[src/rtl/sram_req_tracker.sv]
// Request/response tracker between a CPU pipeline stage and one SRAM-like bridge port.
// Gates requests on outstanding count, drops responses cancelled by flush, buffers unconsumed data.
module sram_req_tracker #(
  parameter int MAX_OUT = 2,
  parameter int CW      = 3
) (
  input  logic        aclk,
  input  logic        reset,
  input  logic        cpu_req,
  input  logic        cpu_wr,
  input  logic [1:0]  cpu_size,
  input  logic [31:0] cpu_addr,
  input  logic [31:0] cpu_wdata,
  input  logic [3:0]  cpu_wstrb,
  output logic        cpu_addr_ok,
  output logic        cpu_data_ok,
  output logic [31:0] cpu_rdata,
  input  logic        cpu_rready,
  input  logic        flush,
  output logic        sram_req,
  output logic        sram_wr,
  output logic [1:0]  sram_size,
  output logic [31:0] sram_addr,
  output logic [31:0] sram_wdata,
  output logic [3:0]  sram_wstrb,
  input  logic        sram_addr_ok,
  input  logic        sram_data_ok,
  input  logic [31:0] sram_rdata,
  output logic        busy
);

  localparam int PW = (MAX_OUT > 1) ? $clog2(MAX_OUT) : 1;

  logic [CW-1:0] out_cnt;
  logic [CW-1:0] cancel_cnt;
  logic [CW-1:0] fifo_cnt;
  logic [PW-1:0] rd_ptr;
  logic [PW-1:0] wr_ptr;
  logic [31:0]   fifo_mem [MAX_OUT];

  logic [CW:0] occupancy;
  logic        ret;
  logic        keep;
  logic        fifo_empty;
  logic        push;
  logic        pop;

  function automatic logic [PW-1:0] next_ptr(input logic [PW-1:0] p);
    return (p == PW'(MAX_OUT - 1)) ? '0 : p + PW'(1);
  endfunction

  // Cancelled requests still occupy out_cnt, so the gate also leaves room for their responses.
  assign occupancy = {1'b0, out_cnt} + {1'b0, fifo_cnt};
  assign sram_req  = !reset && cpu_req && !flush && (occupancy < (CW+1)'(MAX_OUT));

  assign sram_wr    = cpu_wr;
  assign sram_size  = cpu_size;
  assign sram_addr  = cpu_addr;
  assign sram_wdata = cpu_wdata;
  assign sram_wstrb = cpu_wstrb;

  assign cpu_addr_ok = sram_req && sram_addr_ok;

  // A data_ok with nothing outstanding is a bridge protocol error and is ignored entirely.
  assign ret        = sram_data_ok && (out_cnt != '0);
  assign keep       = ret && !flush && (cancel_cnt == '0);
  assign fifo_empty = (fifo_cnt == '0);

  assign cpu_data_ok = !reset && !flush && (keep || !fifo_empty);
  assign cpu_rdata   = fifo_empty ? sram_rdata : fifo_mem[rd_ptr];

  assign push = keep && !(fifo_empty && cpu_rready);
  assign pop  = !reset && !flush && !fifo_empty && cpu_rready;

  assign busy = (out_cnt != '0) || !fifo_empty;

  // NOTE: sequential state uses non-blocking assignments so every register samples pre-edge values.
  always_ff @(posedge aclk) begin
    if (reset) begin
      out_cnt    <= '0;
      cancel_cnt <= '0;
      fifo_cnt   <= '0;
      rd_ptr     <= '0;
      wr_ptr     <= '0;
    end else begin
      case ({cpu_addr_ok, ret})
        2'b10:   out_cnt <= out_cnt + CW'(1);
        2'b01:   out_cnt <= out_cnt - CW'(1);
        default: out_cnt <= out_cnt;
      endcase

      if (flush) begin
        cancel_cnt <= out_cnt - CW'(ret);
      end else if (ret && (cancel_cnt != '0)) begin
        cancel_cnt <= cancel_cnt - CW'(1);
      end

      if (flush) begin
        fifo_cnt <= '0;
        rd_ptr   <= '0;
        wr_ptr   <= '0;
      end else begin
        if (push) wr_ptr <= next_ptr(wr_ptr);
        if (pop)  rd_ptr <= next_ptr(rd_ptr);
        case ({push, pop})
          2'b10:   fifo_cnt <= fifo_cnt + CW'(1);
          2'b01:   fifo_cnt <= fifo_cnt - CW'(1);
          default: fifo_cnt <= fifo_cnt;
        endcase
      end
    end
  end

  // NOTE: the data array has no reset; fifo_cnt alone decides which entries are meaningful.
  always_ff @(posedge aclk) begin
    if (push) fifo_mem[wr_ptr] <= sram_rdata;
  end

endmodule

[config.mk]
export PLATFORM = sky130hd
export DESIGN_NAME = sram_req_tracker
export DESIGN_NICKNAME = d
export VERILOG_FILES = /design/src/rtl/sram_req_tracker.sv
export SDC_FILE = /design/constraint.sdc
export NUM_CORES = 1
export LEC_CHECK = 0
export BUFFER_PORTS_ARGS = -buffer_cell sky130_fd_sc_hd__buf_2
export CAP_MARGIN = 0
export CORE_MARGIN = 4
export CORE_UTILIZATION = 45
export DETAILED_ROUTE_END_ITERATION = 10
export MAX_ROUTING_LAYER = met4
export PLACE_DENSITY = 0.81
export SLEW_MARGIN = 20
export SYNTH_ARGS = -nofsm -noshare
export SYNTH_HDL_FRONTEND = slang
export SYNTH_SLANG_ARGS = --single-unit
[constraint.sdc]
create_clock -name aclk -period 3.25 [get_ports aclk]
set_input_delay 0.1625 -clock aclk [delete_from_list [all_inputs] [get_ports aclk]]
set_output_delay 0.1625 -clock aclk [all_outputs]
set_load 0.005 [all_outputs]
Word level (Yosys, flattened, before mapping)
Memories as Yosys holds them, arrays and structs flattened. A register that Yosys moved wholly into a read port is not among the register bits. Index checks and enable logic that the tools add are counted.

Bits in registers: 11. Bits in latches: 0. RAM bits: 64. Memory bits (read-only): 0. Input bits: 110. Output and inout bits: 107. Word-level logic and storage cells: 59. Memories: 1.

Memories: fifo_mem (depth 2, bits a word 32, read ports 1, clocked after memory_dff 1, wr ports 1, line 39) `logic [31:0] fifo_mem [MAX_OUT];`.

$add $sub $neg: 9. Multipliers: 0. Divide/modulo/power cells: 0. Order comparisons: 1. Equality and inequality tests: 4. Shifts and indexed selects: 0. Multiplexer cells: 11. Bitwise gates (word level): 0. Reduce and logical (&&, ||, !) cells: 28.

Operators with widths (number): $mux 32 (1); $logic_and 1x1->1 (14); $pmux 3 s2 (2); $sub 3x1->3 const B (3); $add 3x1->3 const B (2); $logic_not 3->1 (2); $mux 1 (6); $mux 3 (2); $reduce_bool 2->1 (3); $reduce_bool 3->1 (2); $add 3x3->4 (1); $eq 2x1->1 const B (2); $eq 2x2->1 const B (2); $logic_not 1->1 (4); $lt 4x2->1 const B (1); $sub 3x1->3 (1); $add 1x1->1 const B (2); $logic_or 1x1->1 (2); $reduce_or 2->1 (1).

Logic depth before layout (Yosys ltp)
Depth in word-level cells: 7. Gate-level depth with buffers: 12. Mapped depth without buffers: 11.

Worst setup path after synthesis
No wires, ideal clock.

Path type: reg-to-reg. From: reg cancel_cnt[0]. To: mem fifo_mem[0][0], enable pin. Library setup time: 421 ps. Data arrival time: 2524 ps. Data required time: 2829 ps. Setup slack: 305 ps. Stages on the path, launching flop included: 6. Buffers on the path: 0. Clock period less this slack: 2945 ps. Cells stage by stage: dfxtp_1 -> inv_1 -> ha_1 -> nand2b_1 -> or4_4 -> nor2_1.

Word-level cells in the longest chain between the ends: 5.

Ends and longest elaborated chain: from (decl) (line 35) `logic [CW-1:0] cancel_cnt;`; from (signal assigned) (line 93) `cancel_cnt <= out_cnt - CW'(ret);`; from (signal assigned) (line 95) `cancel_cnt <= cancel_cnt - CW'(1);`; $logic_not 3->1 (line 66) `assign keep = ret && !flush && (cancel_cnt == '0);`; $logic_and 1x1->1 (line 66); $logic_and 1x1->1 (line 72) `assign push = keep && !(fifo_empty && cpu_rready);`; $mux 1 (line 116) `if (push) fifo_mem[wr_ptr] <= sram_rdata;`; $mux 1 (implied by the code) (line 116); to (decl) (line 39).

No other way between the ends.

Final worst setup path
From: reg out_cnt[1]. To: reg out_cnt[2].

Word-level cells in the longest chain between the ends: 6. Elaborated cells between the ends (all ways): 12. Classes of those cells: add/sub: 3; order compare: 1; eq/ne: 2; mux: 1; reduce/logical: 5.

Ends and longest elaborated chain: from (decl) (line 34) `logic [CW-1:0] out_cnt;`; from (signal assigned) (line 87) `2'b10: out_cnt <= out_cnt + CW'(1);`; from (signal assigned) (line 88) `2'b01: out_cnt <= out_cnt - CW'(1);`; from (signal assigned) (line 89) `default: out_cnt <= out_cnt;`; $add 3x3->4 (line 53) `assign occupancy = {1'b0, out_cnt} + {1'b0, fifo_cnt};`; $lt 4x2->1 (line 54) `assign sram_req = !reset && cpu_req && !flush && (occupancy < (CW+1)'(MAX_OUT));`; $logic_and 1x1->1 (line 54); $logic_and 1x1->1 (line 62) `assign cpu_addr_ok = sram_req && sram_addr_ok;`; $eq 2x1->1 / $eq 2x2->1 (equally long branches) (line 86) `case ({cpu_addr_ok, ret})`; $pmux 3 s2 / $reduce_bool 2->1 (equally long branches).

Parallel ways exist; a longest one is shown, timed or not. A chain may end at the register's enable or synchronous reset.

==> reports/summary.txt <==
# setup viols final - 0
Worst-path maximum fanout - 6
Fin cells - 457
Most used DFF post-synth - edfxtp_1
Post-DP HPWL - 4.60 mm
Grt total ovfl - 0
WL/cell - 14.6 um
Final Hold Fails - 0
Buf+Inv Stages, Crit Path - 2
CP top delay family - adder cells
Area grow syn2layout - 3.96%
Die Y - 102 um
Area leader, netlist - edfxtp_1
Row count - 34
Critical path class - reg2reg
Max-slew violation count - 0
Number of port buffers - 74
Clock Sinks - 76
Via count - 2301
Post-Synth Adder-Cell Area - 4.03%
Mapped Cells - 339
WP data arrival - 3020 ps
Max Root-Sink Buffers - 2
Top cell type's share of synthesized area - 48.3%
Tot Pwr - 0.00202 W
Register area share after synthesis - 54.4%
Placed cell count - 439
Die Width - 102 um
Core area - 0.00868 mm2
Detail Route Antenna Nets - 0
Flops & latches, synth - 76
Mux share of post-synthesis cell area - 8.30%
Simple-gate share of the synthesized area - 7.83%
Postcts setup bufs - 0
Design Area, Final - 0.00414 mm2
GPL Wtd Cong - 0.789
Slew at the pin closest to its max-slew limit - 1010 ps
Most common cell in the synthesized netlist - buf_4
Slowest cell on crit path - dfxtp_1
Hold buffers post-CTS - 0
Crit path cell chain - inv_1, fa_1, a22o_1, nand3_1, ha_1, inv_1, fa_1, xor2_1, or3_1, a21oi_1
Slew margin rel. - 33.0%
Slowest stage delay, CP - 470 ps
Synth warn - 0
Min Tclk post-route - 2740 ps
Critical path endpoint category - flip-flop
GR Util All Layers - 13.0%
First-pass GRT wire length - 10.3 mm
Pwr/cell area - 488 mW/mm2
Vias in the first global route - 2116
Critical path required time - 3530 ps
Share of cells above drive strength 1 - 28.4%
Worst skew pair latency - 340 ps
Share of flip-flops with an asynchronous set or reset - 0%
Largest net degree at the start of global routing - 67
EDFF count, synth - 64
Peak VDD IR - 0.000204 V
Commonest cells in the netlist - buf_4, edfxtp_1, nor2_1
XOR/XNOR Fraction of Synth Area - 1.32%
Unrepaired setup endpoints after global routing - no
Final WS setup - 510 ps
Pre-CTS WS - 527 ps
Worst Hold Class - in2reg
DR iter-0 viols - 49
CTS Root Cell - clkbuf_8
Number of gates resized after cts - 0
Final wirelength - 6.68 mm
Compound-cell area share of the yosys netlist - 7.49%
N_diodes - 0
I/O pins - 217
Post-placement cell area - 0.00390 mm2
Syn_area_per_cell - 11.7 um2
Antenna violations before repair - 0
H-tree lvl count - 3
Largest family of logic cells by synthesized area - buffers and inverters
Max Freq - 365 MHz
Post-Syn Nets - 460
First-pass detailed-route iteration total - 4
Die Area - 0.0104 mm2
Initial core utilization - 45.8%
DRC - 0
# Max-Cap Violations - 0
Status - completed
Leak Pwr - 1.46 nW
Period utilisation layout - 84.3%
Cell variety after synth - 39
Crit path launch type - flip-flop
Number of buffers created by CTS - 9
CTS tree - done
Ranking of synthesized cells by area - edfxtp_1, buf_4, mux2i_1, dfxtp_1, a21oi_1
Clk_skew - 14.9 ps
Setup tns final - 0 ps
Via density - 5.04
Nets - 465
Post-Syn Area - 0.00398 mm2
Clock slew at reported path FFs - 80 ps
==> final timing paths <==
kind              slack (ps)  cells after the start              end      startpoint
setup / recovery         510                     10       out_cnt[2]      out_cnt[1]
hold / removal            20                      1  fifo_mem[0][12]  sram_rdata[12]
setup reg to reg         510                     10       out_cnt[2]      out_cnt[1]
hold reg to reg          510                      2           rd_ptr          rd_ptr
==> cell type report <==
cell class	count	area (um2)
Clock buffer	10	128
Clock inverter	6	87.6
Fill cell	813	4540
Inverter	13	48.8
Multi-Input combinational cell	166	1170
Sequential cell	76	2160
Tap cell	108	135
Timing Repair Buffer	78	405
==> stage by stage <==
step | utilization, % | hold WS (ps)
final | 47.6 | 23.1
after CTS | 47.4 | 1.01
after floorplan | - | 232
after global placement | 44.9 | 325
after global routing | 47.6 | 0.116
after detailed placement | 44.9 | 325
==> where the power goes <==
group          switching (W)  total [W]  leakage [nW]  internal, W
registers          0.0000109    0.00108         0.673      0.00107
clock network       0.000335   0.000768         0.101     0.000433
logic              0.0000933   0.000171         0.687    0.0000780
==> flip-flops by register name, indices dropped and copies added, names as in the netlist, named ones only <==
signal      cells
fifo_mem       64
out_cnt         3
rd_ptr          1
wr_ptr          1
cancel_cnt      3
fifo_cnt        3
==> cell usage in the layout (no fill, tap or decap), types with 2 or more instances in the layout <==
cell	n
or4_1	3
clkbuf_8	9
a21oi_1	40
edfxtp_1	64
clkinvlp_4	2
o21ai_0	2
nand3_1	2
mux2i_1	33
buf_2	74
dlygate4sd3_1	2
fa_1	3
ha_1	8
o31ai_1	2
nand2b_1	2
buf_4	2
inv_1	12
nor2_4	2
dfxtp_1	11
bufinv_16	2
nor2_1	43
xor2_1	5
or3_1	2
==> cell families after synthesis <==
family	Yosys count
buffers and inverters	97
DFF	76
and+or+nand+nor	65
AOI/OAI and AO/OA	51
muxes	33
adders and majority gates	11
xor gates and xnor gates	6
==> per-layer routing <==
metal / GRT usage [%] / share of wire (%) / up-vias
li1: - / - / 1133
met1: 15.1 / 42 / 1063
met2: 19.7 / 48 / 82
met3: 4.37 / 6.8 / 23
met4: 7.47 / 2.7 / 0
met5: - / 0 / -
Note: power is estimated with default switching activity, not from simulation.
